<file path="config.mk">
export PLATFORM = sky130hd
export DESIGN_NAME = nonce_target_scan
export DESIGN_NICKNAME = d
export VERILOG_FILES = /design/src/rtl/nonce_scan_pkg.sv /design/src/rtl/scan_min_tracker.sv /design/src/rtl/nonce_target_scan.sv
export SDC_FILE = /design/constraint.sdc
export NUM_CORES = 1
export LEC_CHECK = 0
export ABC_AREA = 0
export BUFFER_PORTS_ARGS = -buffer_cell sky130_fd_sc_hd__buf_2
export CORE_ASPECT_RATIO = 0.6
export CORE_MARGIN = 2
export CORE_UTILIZATION = 59
export CTS_CLUSTER_SIZE = 25
export DETAILED_ROUTE_END_ITERATION = 7
export PLACE_DENSITY = 0.95
export SLEW_MARGIN = 0
export SYNTH_ARGS = -nofsm -noshare
export SYNTH_HDL_FRONTEND = slang
export SYNTH_SLANG_ARGS = --single-unit
export TNS_END_PERCENT = 20
</file>
<file path="constraint.sdc">
create_clock -name clk -period 9.4 [get_ports clk]
set_clock_uncertainty 0.2 [all_clocks]
set_input_delay 1.41 -clock clk [delete_from_list [all_inputs] [get_ports clk]]
set_output_delay 1.41 -clock clk [all_outputs]
set_load 0.02 [all_outputs]
</file>
<file path="src/rtl/nonce_scan_pkg.sv">
// Shared types and result-record layout for the nonce target scanner.
// RESULT_WORDS grows to 3 when NONCE_TARGET_SCAN_HITCOUNT_EN is defined.
package nonce_scan_pkg;

  typedef enum logic [2:0] {IDLE, READ, DRAIN, WR0, WR1, WR2} state_t;

`ifdef NONCE_TARGET_SCAN_HITCOUNT_EN
  localparam int RESULT_WORDS = 3;
`else
  localparam int RESULT_WORDS = 2;
`endif

  localparam int FOUND_BIT = 31;
  localparam int IDX_LSB   = 0;

endpackage

</file>
<file path="src/rtl/scan_min_tracker.sv">
// Running minimum / below-target tracker over a stream of 32-bit hash words.
// NONCE_TARGET_SCAN_HITCOUNT_EN adds a saturating count of below-target words.
module scan_min_tracker #(
  parameter int IDX_W = 16
) (
  input  logic             clk,
  input  logic             reset_n,
  input  logic             clear,
  input  logic             valid,
  input  logic [31:0]      word,
  input  logic [31:0]      target,
  output logic [31:0]      best_hash,
  output logic [IDX_W-1:0] best_nonce,
  output logic             found
`ifdef NONCE_TARGET_SCAN_HITCOUNT_EN
  ,
  output logic [IDX_W-1:0] hit_count
`endif
);

  logic [IDX_W-1:0] cmp_cnt;

  // strict compare keeps the earliest index on ties
  always_ff @(posedge clk or negedge reset_n) begin
    if (!reset_n) begin
      best_hash  <= 32'hFFFF_FFFF;
      best_nonce <= '0;
      found      <= 1'b0;
      cmp_cnt    <= '0;
    end else if (clear) begin
      best_hash  <= 32'hFFFF_FFFF;
      best_nonce <= '0;
      found      <= 1'b0;
      cmp_cnt    <= '0;
    end else if (valid) begin
      if (word < best_hash) begin
        best_hash  <= word;
        best_nonce <= cmp_cnt;
      end
      if (word < target) begin
        found <= 1'b1;
      end
      cmp_cnt <= cmp_cnt + 1'b1;
    end
  end

`ifdef NONCE_TARGET_SCAN_HITCOUNT_EN
  function automatic logic [IDX_W-1:0] sat_inc(input logic [IDX_W-1:0] v);
    return (&v) ? v : v + 1'b1;
  endfunction

  always_ff @(posedge clk or negedge reset_n) begin
    if (!reset_n) begin
      hit_count <= '0;
    end else if (clear) begin
      hit_count <= '0;
    end else if (valid && (word < target)) begin
      hit_count <= sat_inc(hit_count);
    end
  end
`endif

endmodule

</file>
<file path="src/rtl/nonce_target_scan.sv">
// Reads back NUM_NONCES hash words, tracks min/below-target, writes a result record.
// Optional NONCE_TARGET_SCAN_HITCOUNT_EN appends a hit-count word and port.
module nonce_target_scan
  import nonce_scan_pkg::*;
#(
  parameter int NUM_NONCES = 16,
  parameter int IDX_W      = 16
) (
  input  logic             clk,
  input  logic             reset_n,
  input  logic             start,
  input  logic [15:0]      hash_addr,
  input  logic [15:0]      result_addr,
  input  logic [31:0]      target,
  output logic             done,
  output logic             mem_clk,
  output logic             mem_we,
  output logic [15:0]      mem_addr,
  output logic [31:0]      mem_write_data,
  input  logic [31:0]      mem_read_data,
  output logic             found,
  output logic [IDX_W-1:0] best_nonce,
  output logic [31:0]      best_hash
`ifdef NONCE_TARGET_SCAN_HITCOUNT_EN
  ,
  output logic [IDX_W-1:0] hit_count
`endif
);

  localparam logic [IDX_W-1:0] RD_LAST = IDX_W'(NUM_NONCES - 1);

  state_t           state, state_next;
  logic [15:0]      hash_addr_q, result_addr_q;
  logic [31:0]      target_q;
  logic [IDX_W-1:0] rd_cnt;
  logic             clear;
  logic             vld_p0, vld_p1;
  logic             done_q;
  logic [31:0]      status_word;

  assign mem_clk = clk;
  assign done    = done_q;
  assign vld_p0  = (state == READ);

  // operands are only meaningful after a start, so they carry no reset
  always_ff @(posedge clk) begin
    if (state == IDLE && start) begin
      hash_addr_q   <= hash_addr;
      result_addr_q <= result_addr;
      target_q      <= target;
    end
  end

  always_ff @(posedge clk or negedge reset_n) begin
    if (!reset_n) begin
      state  <= IDLE;
      rd_cnt <= '0;
      vld_p1 <= 1'b0;
      done_q <= 1'b1;
    end else begin
      state  <= state_next;
      vld_p1 <= vld_p0;
      done_q <= (state == IDLE);
      if (clear) begin
        rd_cnt <= '0;
      end else if (state == READ) begin
        rd_cnt <= rd_cnt + 1'b1;
      end
    end
  end

  always_comb begin
    state_next     = state;
    clear          = 1'b0;
    mem_we         = 1'b0;
    mem_addr       = '0;
    mem_write_data = '0;
    status_word    = '0;
    status_word[IDX_LSB +: IDX_W] = best_nonce;
    status_word[FOUND_BIT]        = found;
    case (state)
      IDLE: begin
        if (start) begin
          clear      = 1'b1;
          state_next = READ;
        end
      end
      READ: begin
        mem_addr = hash_addr_q + 16'(rd_cnt);
        if (rd_cnt == RD_LAST) state_next = DRAIN;
      end
      DRAIN: state_next = WR0;
      WR0: begin
        mem_we         = 1'b1;
        mem_addr       = result_addr_q;
        mem_write_data = status_word;
        state_next     = WR1;
      end
      WR1: begin
        mem_we         = 1'b1;
        mem_addr       = result_addr_q + 16'd1;
        mem_write_data = best_hash;
        state_next     = (RESULT_WORDS > 2) ? WR2 : IDLE;
      end
      WR2: begin
`ifdef NONCE_TARGET_SCAN_HITCOUNT_EN
        mem_we         = 1'b1;
        mem_addr       = result_addr_q + 16'd2;
        mem_write_data = 32'(hit_count);
`endif
        state_next     = IDLE;
      end
      default: state_next = IDLE;
    endcase
  end

  // read data returns one cycle after its address: compare stage is p1
  scan_min_tracker #(.IDX_W(IDX_W)) u_tracker (
    .clk        (clk),
    .reset_n    (reset_n),
    .clear      (clear),
    .valid      (vld_p1),
    .word       (mem_read_data),
    .target     (target_q),
    .best_hash  (best_hash),
    .best_nonce (best_nonce),
    .found      (found)
`ifdef NONCE_TARGET_SCAN_HITCOUNT_EN
    ,
    .hit_count  (hit_count)
`endif
  );

endmodule
</file>
After elaboration in Yosys (flattened, before gate mapping) --
Cells that the tools add are included.
Storage, ports and cells: word-level logic and storage cells 55, register bits 150, output and inout port bits 100, input bits 99
Operators by class: order comparisons 2, equal/unequal tests 7, reduce and logical (&&, ||, !) cells 10, add/subtract/negate cells 4, mux-type cells 21
Operators by type and width (count):
- two-way mux 16 bit | 7
- two-way mux 32 bit | 3
- < comparator 32 bit | 2
- case mux 32 bit (2 select lines) | 1
- adder 16 x 1 -> 16 bit, second input constant | 3
- case mux 16 bit (3 select lines) | 1
- adder 16 bit | 1
- equality test 16 x 4 -> 1 bit, second input constant | 1
- case mux 3 bit (4 select lines) | 1
- nonzero test 2 bit | 4
- equality test 3 x 2 -> 1 bit, second input constant | 2
- two-way mux 1 bit | 6
- two-way mux 3 bit | 2
- AND reduction 2 bit | 3
- equality test 3 x 1 -> 1 bit, second input constant | 1
- equality test 3 bit, second input constant | 1
- logical NOT 3 bit | 1
- != test 2 x 1 -> 1 bit, second input constant | 1
- != test 2 bit, second input constant | 1
- OR reduction 2 bit | 1
- logical AND 1 bit | 1

Logic depth before layout (Yosys ltp) --
Gate-level depths: netlist of run 1.
word-level depth 4, depth in mapped cells 11

Modules after synthesis --
A second synthesis of run 1 with hierarchy kept.
Unflattened totals: cells, all modules 907, area, all modules 9103.7 um^2
Modules (own cells, without submodules):
- scan_min_tracker | times used 1, area each 4574.4 um^2, cells an instance 506
- nonce_target_scan | times used 1, area each 4529.3 um^2, cells an instance 401

==> flow_metrics.py, run 1 <==
metrics = {
    "worst_setup_path": {
        "worst-path-max-fanout": 2,
        "cp-end-kind": "output port",
        "cp.arrival_ns": 5.09,
        "startpoint_type": "clock port",
        "required_ns": 7.79,
        "worstSetupPathType": "clock port to output port",
    },
    "status": {
        "status": "completed",
    },
    "global_routing": {
        "grt_start_max_net_pins": 80,
        "first_global_vias": 7205,
        "grtUsageTotal_pct": 30.3,
        "grt_pass1_wl_mm": 37.1,
        "antenna_found_initial": 0,
        "grt_remaining_overflow": 0,
    },
    "floorplan": {
        "die_area_um2": 15500,
        "fp.dieH_um": 97.2,
        "io_pins": 199,
        "core_area_um2": 14300,
        "die_w_um": 159,
        "row_count": 34,
        "start_util_pct": 59.6,
    },
    "sta": {
        "slew_viol_final": 0,
        "tightest_slew_ns": 1.07,
        "rsz0062_at_grt": "no",
        "finalHoldViolations": 0,
        "fin_tns_setup_ns": 0,
        "max_slew_margin_pct": 28.9,
        "setup_violations": 0,
    },
    "power_and_ir_drop": {
        "leakage_uw": 0.00500,
        "powerDensity_nw_per_um2": 298,
        "vdd_ir_drop_max_mv": 0.203,
    },
    "placement": {
        "dp_hpwl_mm": 16.5,
        "globalplace.congestion": 0.882,
        "io_buffers": 198,
        "place_area_um2": 9680,
    },
    "clock_network": {
        "post_cts_resized": 0,
        "worst_setup_hold_path_clk_slew_ns": 0.06,
        "holdBufCountCts": 0,
        "post_cts_buffers": 0,
        "clk_latency_ns": 0.53,
        "cts_tree": "built",
    },
    "flow_run": {
        "drv_cap": 0,
    },
    "detailed_routing": {
        "drc": 0,
        "dr.pass1.iters": 6,
        "routedWlPerCell_um": 18.2,
        "via_count": 7470,
        "via_per_inst": 5.86,
        "drt_wl_total_mm": 23.2,
        "drt_iter0_drc": 797,
        "ant_nets": 0,
    },
    "synthesis": {
        "postSynth.asyncResetShare_pct": 57.3,
        "synth_cell_types": 53,
        "synthTopCellsByArea": "edfxtp_1, dfrtp_1, ha_1",
        "ys_seq_area_share_pct": 48.1,
        "synthFlopType": "edfxtp_1",
        "yosysTopAreaCell": "edfxtp_1",
        "synth_seq_cells": 150,
        "syn_area_um2": 8550,
        "synth_top_cell_area_share_pct": 22.5,
        "synth_warnings": 0,
        "synth_edf_count": 64,
        "synthCells": 872,
        "syn_area_per_cell_um2": 9.80,
        "synth_fp_nets": 1052,
    },
    "layout": {
        "most-common-layout-cells": "buf_2, nand2_1, ha_1",
        "antenna_cells": 0,
        "nFillCells": 1042,
        "drive_above_1_share_pct": 25.5,
        "num-nets-final": 1243,
        "layout_commonest_cell": "buf_2",
        "final_area_um2": 10400,
        "syn_to_final_growth_pct": 21.7,
    },
    "min_path": {
        "hp-class": "flop to flop",
    },
}
-- layer usage --
| metal | track usage [%] | up-vias | wire length (µm) |
|---|---|---|---|
| li1 | - | 3489 | - |
| met1 | 44.2 | 3570 | 10300 |
| met2 | 45.3 | 379 | 10500 |
| met3 | 6.57 | 32 | 2050 |
| met4 | 9.65 | 0 | 340 |
| met5 | 0 | - | 0 |
-- logic make-up (layout without fill, tap and decap cells) --
family                   count (synthesis)  count (layout)  synth area share (%)
flip-flops                             150             150                  48.1
multiplexers                             2               2                 0.234
AND/OR/NAND/NOR                        289             289                  15.4
buffers and inverters                  106             310                  5.02
AO/OA/AOI/OAI                          200             200                  14.7
adder cells (fa/ha/maj)                 81              81                  11.9
XOR/XNOR                                44              44                  4.51
-- metrics by stage --
stage | hold slack (ns) | cells | setup slack [ns] | util, % | total power, µW
finish | 0.332 | 1274 | 2.70 | 72.6 | 3100
global route | 0.345 | 1274 | 2.69 | 72.6 | 3270
CTS | 0.333 | 1274 | 2.70 | 72.6 | 3090
detailed placement | 0.315 | 1239 | 2.95 | 67.5 | 2260
global placement | 0.298 | 1239 | 2.95 | 67.5 | 2200
floorplan | 0.221 | 872 | 2.96 | - | 1870
-- state kept, by name, indices dropped and copies added, names as in the netlist --
name,flops
target_q,32
u_tracker.best_hash,32
hash_addr_q,16
rd_cnt,16
result_addr_q,16
u_tracker.best_nonce,16
u_tracker.cmp_cnt,16
state,3
done,1
u_tracker.found,1
vld_p1,1
-- worst paths after layout --
path | from | to | slack [ns] | cells after the start
max | clk | mem_clk | 2.70 | 3
max in group asynchronous | reset_n | u_tracker.cmp_cnt[6] | 7.30 | 2
min in group asynchronous | reset_n | u_tracker.found | 0.55 | 1
max reg2reg | u_tracker.best_hash[19] | u_tracker.best_hash[4] | 5.70 | 10
min reg2reg | u_tracker.cmp_cnt[15] | u_tracker.best_nonce[15] | 0.33 | 2
min | u_tracker.cmp_cnt[15] | u_tracker.best_nonce[15] | 0.33 | 2
-- worst max-delay path, cell delays in order --
cell and delay (ns):
clkbuf_16 0.12, clkbuf_16 0.13, buf_2 0.15
-- synth_stat cells, drive strengths merged, types with 2 or more instances --
cell type  instances
nand2            108
o22ai              3
nor4               2
a31oi              2
inv               71
a22oi              6
buf               15
nor2b             10
a21o              18
nor2              71
nand3             39
o21a               2
o221ai             5
dfstp             33
o21ai             72
nand2b             6
and4               5
o211ai            34
or3                3
a221o              2
mux2i              2
and2               2
nor3               8
xnor2             14
a21oi             38
nand4             18
ha                80
dfrtp             53
xor2              30
and3              14
a211oi             7
edfxtp            64
o31ai              2
clkbuf            19
-- area by class of cell --
class | instances | area (µm²) | share of cell area, %
flip-flops and latches | 150 | 4120 | 39.5
repair buffers | 202 | 1030 | 9.86
well taps | 198 | 248 | 2.38
clock inverters | 14 | 223 | 2.14
clock buffers | 22 | 509 | 4.89
inverters | 72 | 272 | 2.61
multi-input cells | 616 | 4020 | 38.6
-- power breakdown --
| part | switching (µW) | internal, µW |
|---|---|---|
| registers | 122 | 914 |
| clock network | 296 | 532 |
| logic | 830 | 403 |
Note: power is estimated with default switching activity, not from simulation.
==> run 2, diff against run 1 <==
--- a/config.mk
+++ b/config.mk
@@ -9,10 +9,10 @@
 export BUFFER_PORTS_ARGS = -buffer_cell sky130_fd_sc_hd__buf_2
 export CORE_ASPECT_RATIO = 0.6
 export CORE_MARGIN = 2
-export CORE_UTILIZATION = 59
+export CORE_UTILIZATION = 49
 export CTS_CLUSTER_SIZE = 25
 export DETAILED_ROUTE_END_ITERATION = 7
-export PLACE_DENSITY = 0.95
+export PLACE_DENSITY = 0.87
 export SLEW_MARGIN = 0
 export SYNTH_ARGS = -nofsm -noshare
 export SYNTH_HDL_FRONTEND = slang
==> constraint.sdc (replaced) <==
create_clock -name clk -period 6.09 [get_ports clk]
set_clock_uncertainty 0.2 [all_clocks]
set_input_delay 0.9135 -clock clk [delete_from_list [all_inputs] [get_ports clk]]
set_output_delay 0.9135 -clock clk [all_outputs]
set_load 0.02 [all_outputs]
==> flow_metrics.py, run 2 (same netlist as run 1, synthesis figures left out) <==
metrics = {
    "status": {
        "status": "completed",
    },
    "power_and_ir_drop": {
        "leakage_uw": 0.00499,
        "vdd_ir_drop_max_mv": 0.406,
        "powerDensity_nw_per_um2": 450,
    },
    "floorplan": {
        "die_area_um2": 18600,
        "fp.dieH_um": 106,
        "core_area_um2": 17100,
        "row_count": 37,
        "start_util_pct": 49.9,
        "io_pins": 199,
        "die_w_um": 175,
    },
    "placement": {
        "dp_hpwl_mm": 17.0,
        "dp_slack_ns": 1.80,
        "globalplace.congestion": 0.913,
        "io_buffers": 198,
    },
    "clock_network": {
        "worst_setup_hold_path_clk_slew_ns": 0.07,
        "clk_latency_ns": 0.52,
        "cts_tree": "built",
        "post_cts_resized": 0,
        "holdBufCountCts": 0,
        "post_cts_buffers": 0,
    },
    "layout": {
        "num-nets-final": 1244,
        "syn_to_final_growth_pct": 21.8,
        "drive_above_1_share_pct": 25.6,
        "final-seq-area_um2": 4120,
        "most-common-layout-cells": "buf_2, nand2_1, ha_1",
        "layout_commonest_cell": "buf_2",
        "largestRegisters": "target_q x32, u_tracker.best_hash x32",
        "antenna_cells": 0,
        "multi_input_area_um2": 4020,
        "nFillCells": 1428,
    },
    "sta": {
        "setup_ws_ns": 1.53,
        "rsz0062_at_grt": "no",
        "slew_viol_final": 0,
        "tightest_slew_ns": 1.12,
        "max_slew_margin_pct": 25.0,
        "setup_violations": 0,
        "fin_tns_setup_ns": 0,
        "finalHoldViolations": 0,
    },
    "min_path": {
        "hp-class": "primary input to asynchronous set/reset pin",
    },
    "detailed_routing": {
        "ant_nets": 0,
        "drc": 0,
        "routedWlPerCell_um": 17.7,
        "dr.pass1.iters": 5,
        "via_count": 7416,
        "via_per_inst": 5.66,
        "drt_wl_total_mm": 23.2,
        "drt_iter0_drc": 815,
    },
    "global_routing": {
        "grt_remaining_overflow": 0,
        "antenna_found_initial": 0,
        "grt_pass1_wl_mm": 36.3,
        "grtUsageTotal_pct": 25.1,
        "grt_start_max_net_pins": 72,
        "first_global_vias": 7110,
    },
    "flow_run": {
        "drv_cap": 0,
    },
    "worst_setup_path": {
        "startpoint_type": "clock port",
        "cp-end-kind": "output port",
        "worst-path-max-fanout": 2,
        "cp_slowest_cell": "buf_2",
        "worstSetupPathType": "clock port to output port",
        "required_ns": 4.98,
        "cp.arrival_ns": 3.44,
        "cp_common_cell": "clkbuf_16",
        "slowest_delay_ns": 0.15,
        "crit_chain": "clkbuf_16, clkbuf_16, buf_2",
    },
}
[run 2: changes by cell type in the layout (fill, tap and decap cells not counted), sizes merged]
cell	change
buf	+1
clkinvlp	-1
inv	+5
bufinv	-4
[run 2: final cells by class]
type	instances	share of cell area, %
timing repair buffer	203	9.92
clock buffer	22	5.09
tap	234	2.81
inverter	72	2.61
sequential	150	39.5
clock inverter	14	1.49
multi-input combinational	616	38.6
[run 2: worst max-delay path, delay by kind of cell]
kind / cells / cell delay, ns
buffers and inverters: 3 / 0.40
[run 2: worst paths after layout]
path | endpoint | cells past startpoint | slack (ns) | start
setup / recovery | mem_clk | 3 | 1.53 | clk
hold / removal | u_tracker.found | 1 | 0.11 | reset_n
setup reg to reg | u_tracker.best_hash[0] | 7 | 2.73 | state[1]
hold reg to reg | u_tracker.best_nonce[14] | 2 | 0.34 | u_tracker.cmp_cnt[14]
max in group asynchronous | u_tracker.best_nonce[5] | 2 | 4.47 | reset_n
min in group clk | u_tracker.best_nonce[14] | 2 | 0.34 | u_tracker.cmp_cnt[14]
[run 2: stage by stage]
step	area, µm²	std cells	utilization [%]	hold slack (ns)	total power (µW)
2_1_floorplan	8550	872	-	0.221	2890
3_5_place_dp	9730	1276	56.8	0.337	3500
6_report	10400	1311	60.8	0.110	4680
3_3_place_gp	9730	1276	56.8	0.315	3430
4_1_cts	10400	1311	60.8	0.108	4690
5_1_grt	10400	1311	60.8	0.107	4970
[run 2: routing by layer]
metal	GRT usage, %	up-vias	routed length (µm)
met5	0	-	0
met4	6.43	0	259
met3	5.76	32	2000
met2	36.8	370	9910
met1	37.4	3528	11000
li1	-	3486	-
[run 2: power by group]
group | total, µW | leakage [µW] | internal (µW) | switching, µW
clock network | 1190 | 0.000335 | 697 | 493
logic | 1900 | 0.00299 | 624 | 1280
registers | 1590 | 0.00166 | 1410 | 182
==> run 3, diff against run 2 <==
--- a/config.mk
+++ b/config.mk
@@ -9,10 +9,10 @@
 export BUFFER_PORTS_ARGS = -buffer_cell sky130_fd_sc_hd__buf_2
 export CORE_ASPECT_RATIO = 0.6
 export CORE_MARGIN = 2
-export CORE_UTILIZATION = 49
+export CORE_UTILIZATION = 55
 export CTS_CLUSTER_SIZE = 25
 export DETAILED_ROUTE_END_ITERATION = 7
-export PLACE_DENSITY = 0.87
+export PLACE_DENSITY = 0.91
 export SLEW_MARGIN = 0
 export SYNTH_ARGS = -nofsm -noshare
 export SYNTH_HDL_FRONTEND = slang
==> constraint.sdc (replaced) <==
create_clock -name clk -period 4.3 [get_ports clk]
set_clock_uncertainty 0.2 [all_clocks]
set_input_delay 0.645 -clock clk [delete_from_list [all_inputs] [get_ports clk]]
set_output_delay 0.645 -clock clk [all_outputs]
set_load 0.02 [all_outputs]
==> flow_metrics.py, run 3 (same netlist as run 1, synthesis figures left out) <==
metrics = {
    "status": {
        "status": "completed",
    },
    "placement": {
        "io_buffers": 198,
        "dp_hpwl_mm": 17.2,
        "globalplace.congestion": 0.868,
        "place_area_um2": 9740,
    },
    "worst_setup_path": {
        "r2r_cells": 10,
        "cp-end-kind": "output port",
        "r2r_start": "u_tracker.best_hash[2]",
        "crit_chain": "ha_1, o21ai_0, o211ai_1, nand3_1, o211ai_1, o22ai_1, xnor2_1, o221ai_1, buf_2",
        "slowest_delay_ns": 0.46,
        "r2r_slack_ns": 1.24,
        "cp_common_cell": "o211ai_1",
        "cp_slowest_cell": "dfrtp_1",
        "worstSetupPathType": "flop to output port",
        "critPathBufInv": 1,
        "critPathTopFamily": "compound AO/OA/AOI/OAI gates",
        "r2r-end": "u_tracker.best_nonce[13]",
        "required_ns": 3.45,
        "worst-path-max-fanout": 6,
        "cp.arrival_ns": 3.17,
        "startpoint_type": "flop",
    },
    "floorplan": {
        "io_pins": 199,
        "row_count": 35,
        "start_util_pct": 55.9,
        "fp.dieH_um": 101,
        "die_w_um": 165,
        "die_area_um2": 16600,
        "core_area_um2": 15300,
    },
    "min_path": {
        "hp-class": "primary input to asynchronous set/reset pin",
    },
    "global_routing": {
        "grt_pass1_wl_mm": 36.3,
        "first_global_vias": 7108,
        "grtUsageTotal_pct": 28.5,
        "antenna_found_initial": 1,
        "grt_remaining_overflow": 0,
        "grt_start_max_net_pins": 67,
    },
    "sta": {
        "fin_tns_setup_ns": 0,
        "fin_crit_sh_pct": 93.4,
        "setup_violations": 0,
        "tightest_slew_ns": 1.01,
        "period_minus_slack_ns": 4.02,
        "slew_viol_final": 0,
        "rsz0062_at_grt": "no",
        "finalHoldViolations": 0,
        "max_slew_margin_pct": 32.2,
        "fmax_mhz": 249,
    },
    "clock_network": {
        "post_cts_resized": 0,
        "holdBufCountCts": 0,
        "clk_latency_ns": 0.52,
        "post_cts_buffers": 0,
        "worst_setup_hold_path_clk_slew_ns": 0.06,
        "cts_tree": "built",
    },
    "power_and_ir_drop": {
        "leakage_uw": 0.00500,
        "powerDensity_nw_per_um2": 639,
        "vdd_ir_drop_max_mv": 0.382,
    },
    "layout": {
        "num-nets-final": 1247,
        "drive_above_1_share_pct": 25.6,
        "syn_to_final_growth_pct": 21.8,
        "largestRegisters": "target_q x32, u_tracker.best_hash x32",
        "most-common-layout-cells": "buf_2, nand2_1, ha_1",
        "layout_commonest_cell": "buf_2",
        "final_area_um2": 10400,
    },
    "detailed_routing": {
        "ant_nets": 0,
        "drc": 0,
        "via_per_inst": 5.85,
        "drt_wl_total_mm": 23.3,
        "drt_iter0_drc": 814,
        "routedWlPerCell_um": 18.1,
        "via_count": 7512,
        "dr.pass1.iters": 5,
    },
    "flow_run": {
        "drv_cap": 0,
    },
}
run 3: cell types whose count changed in the layout (fill, tap and decap cells not counted), moves of 2 or more:
cell	change
clkinv_2	+2
clkinvlp_4	+2
inv_8	-4
inv_6	-4
clkbuf_1	+2
buf_12	+2
run 3: worst max-delay path by stage:
stage               from             end  slack (ns)  cells after the start
3_5_place_dp   rd_cnt[0]    mem_addr[12]        0.80                     11
4_1_cts        rd_cnt[0]    mem_addr[12]        0.24                     11
6_report       rd_cnt[2]    mem_addr[15]        0.28                      9
3_3_place_gp   rd_cnt[0]    mem_addr[12]        0.92                     11
5_1_grt        rd_cnt[2]    mem_addr[15]        0.07                      9
2_1_floorplan   state[0]  hash_addr_q[0]        0.83                      4
run 3: per-stage QoR:
step | total power, µW | util [%] | instances | setup slack (ns) | hold WS [ns]
2_1_floorplan | 4090 | - | 872 | 0.832 | 0.149
3_3_place_gp | 4880 | 63.7 | 1248 | 0.923 | 0.309
3_5_place_dp | 5000 | 63.7 | 1248 | 0.799 | 0.332
4_1_cts | 6650 | 68.1 | 1283 | 0.236 | 0.0453
5_1_grt | 7060 | 68.1 | 1284 | 0.0666 | 0.0706
6_report | 6660 | 68.1 | 1284 | 0.284 | 0.0171
run 3: worst reg2reg max path: cells and delay by family (launching register included):
family | cells | cell delay [ns]
simple gates | 1 | 0.14
fa+ha+maj | 1 | 0.30
buf+inv | 2 | 0.38
flops | 1 | 0.53
compound gates | 6 | 1.41
run 3: metal layers:
layer / track usage, % / vias to the layer above / part of all wire [%]
met5: 0 / - / 0
met4: 9.57 / 0 / 2.4
met3: 7.61 / 52 / 10
met2: 41.9 / 388 / 43
met1: 41.2 / 3574 / 45
li1: - / 3498 / -
run 3: area by class of cell:
class                   instances  area (µm²)
repair buffers                206        1080
multi-input cells             616        4020
inverters                      72         272
fillers                      1164        4870
well taps                     203         254
clock buffers                  25         552
clock inverters                11         123
diodes                          1        2.50
flip-flops and latches        150        4120
run 3: power breakdown:
part           switching [µW]  internal, µW
Sequential                246          2000
Combinational            1840           928
Clock                     620          1030
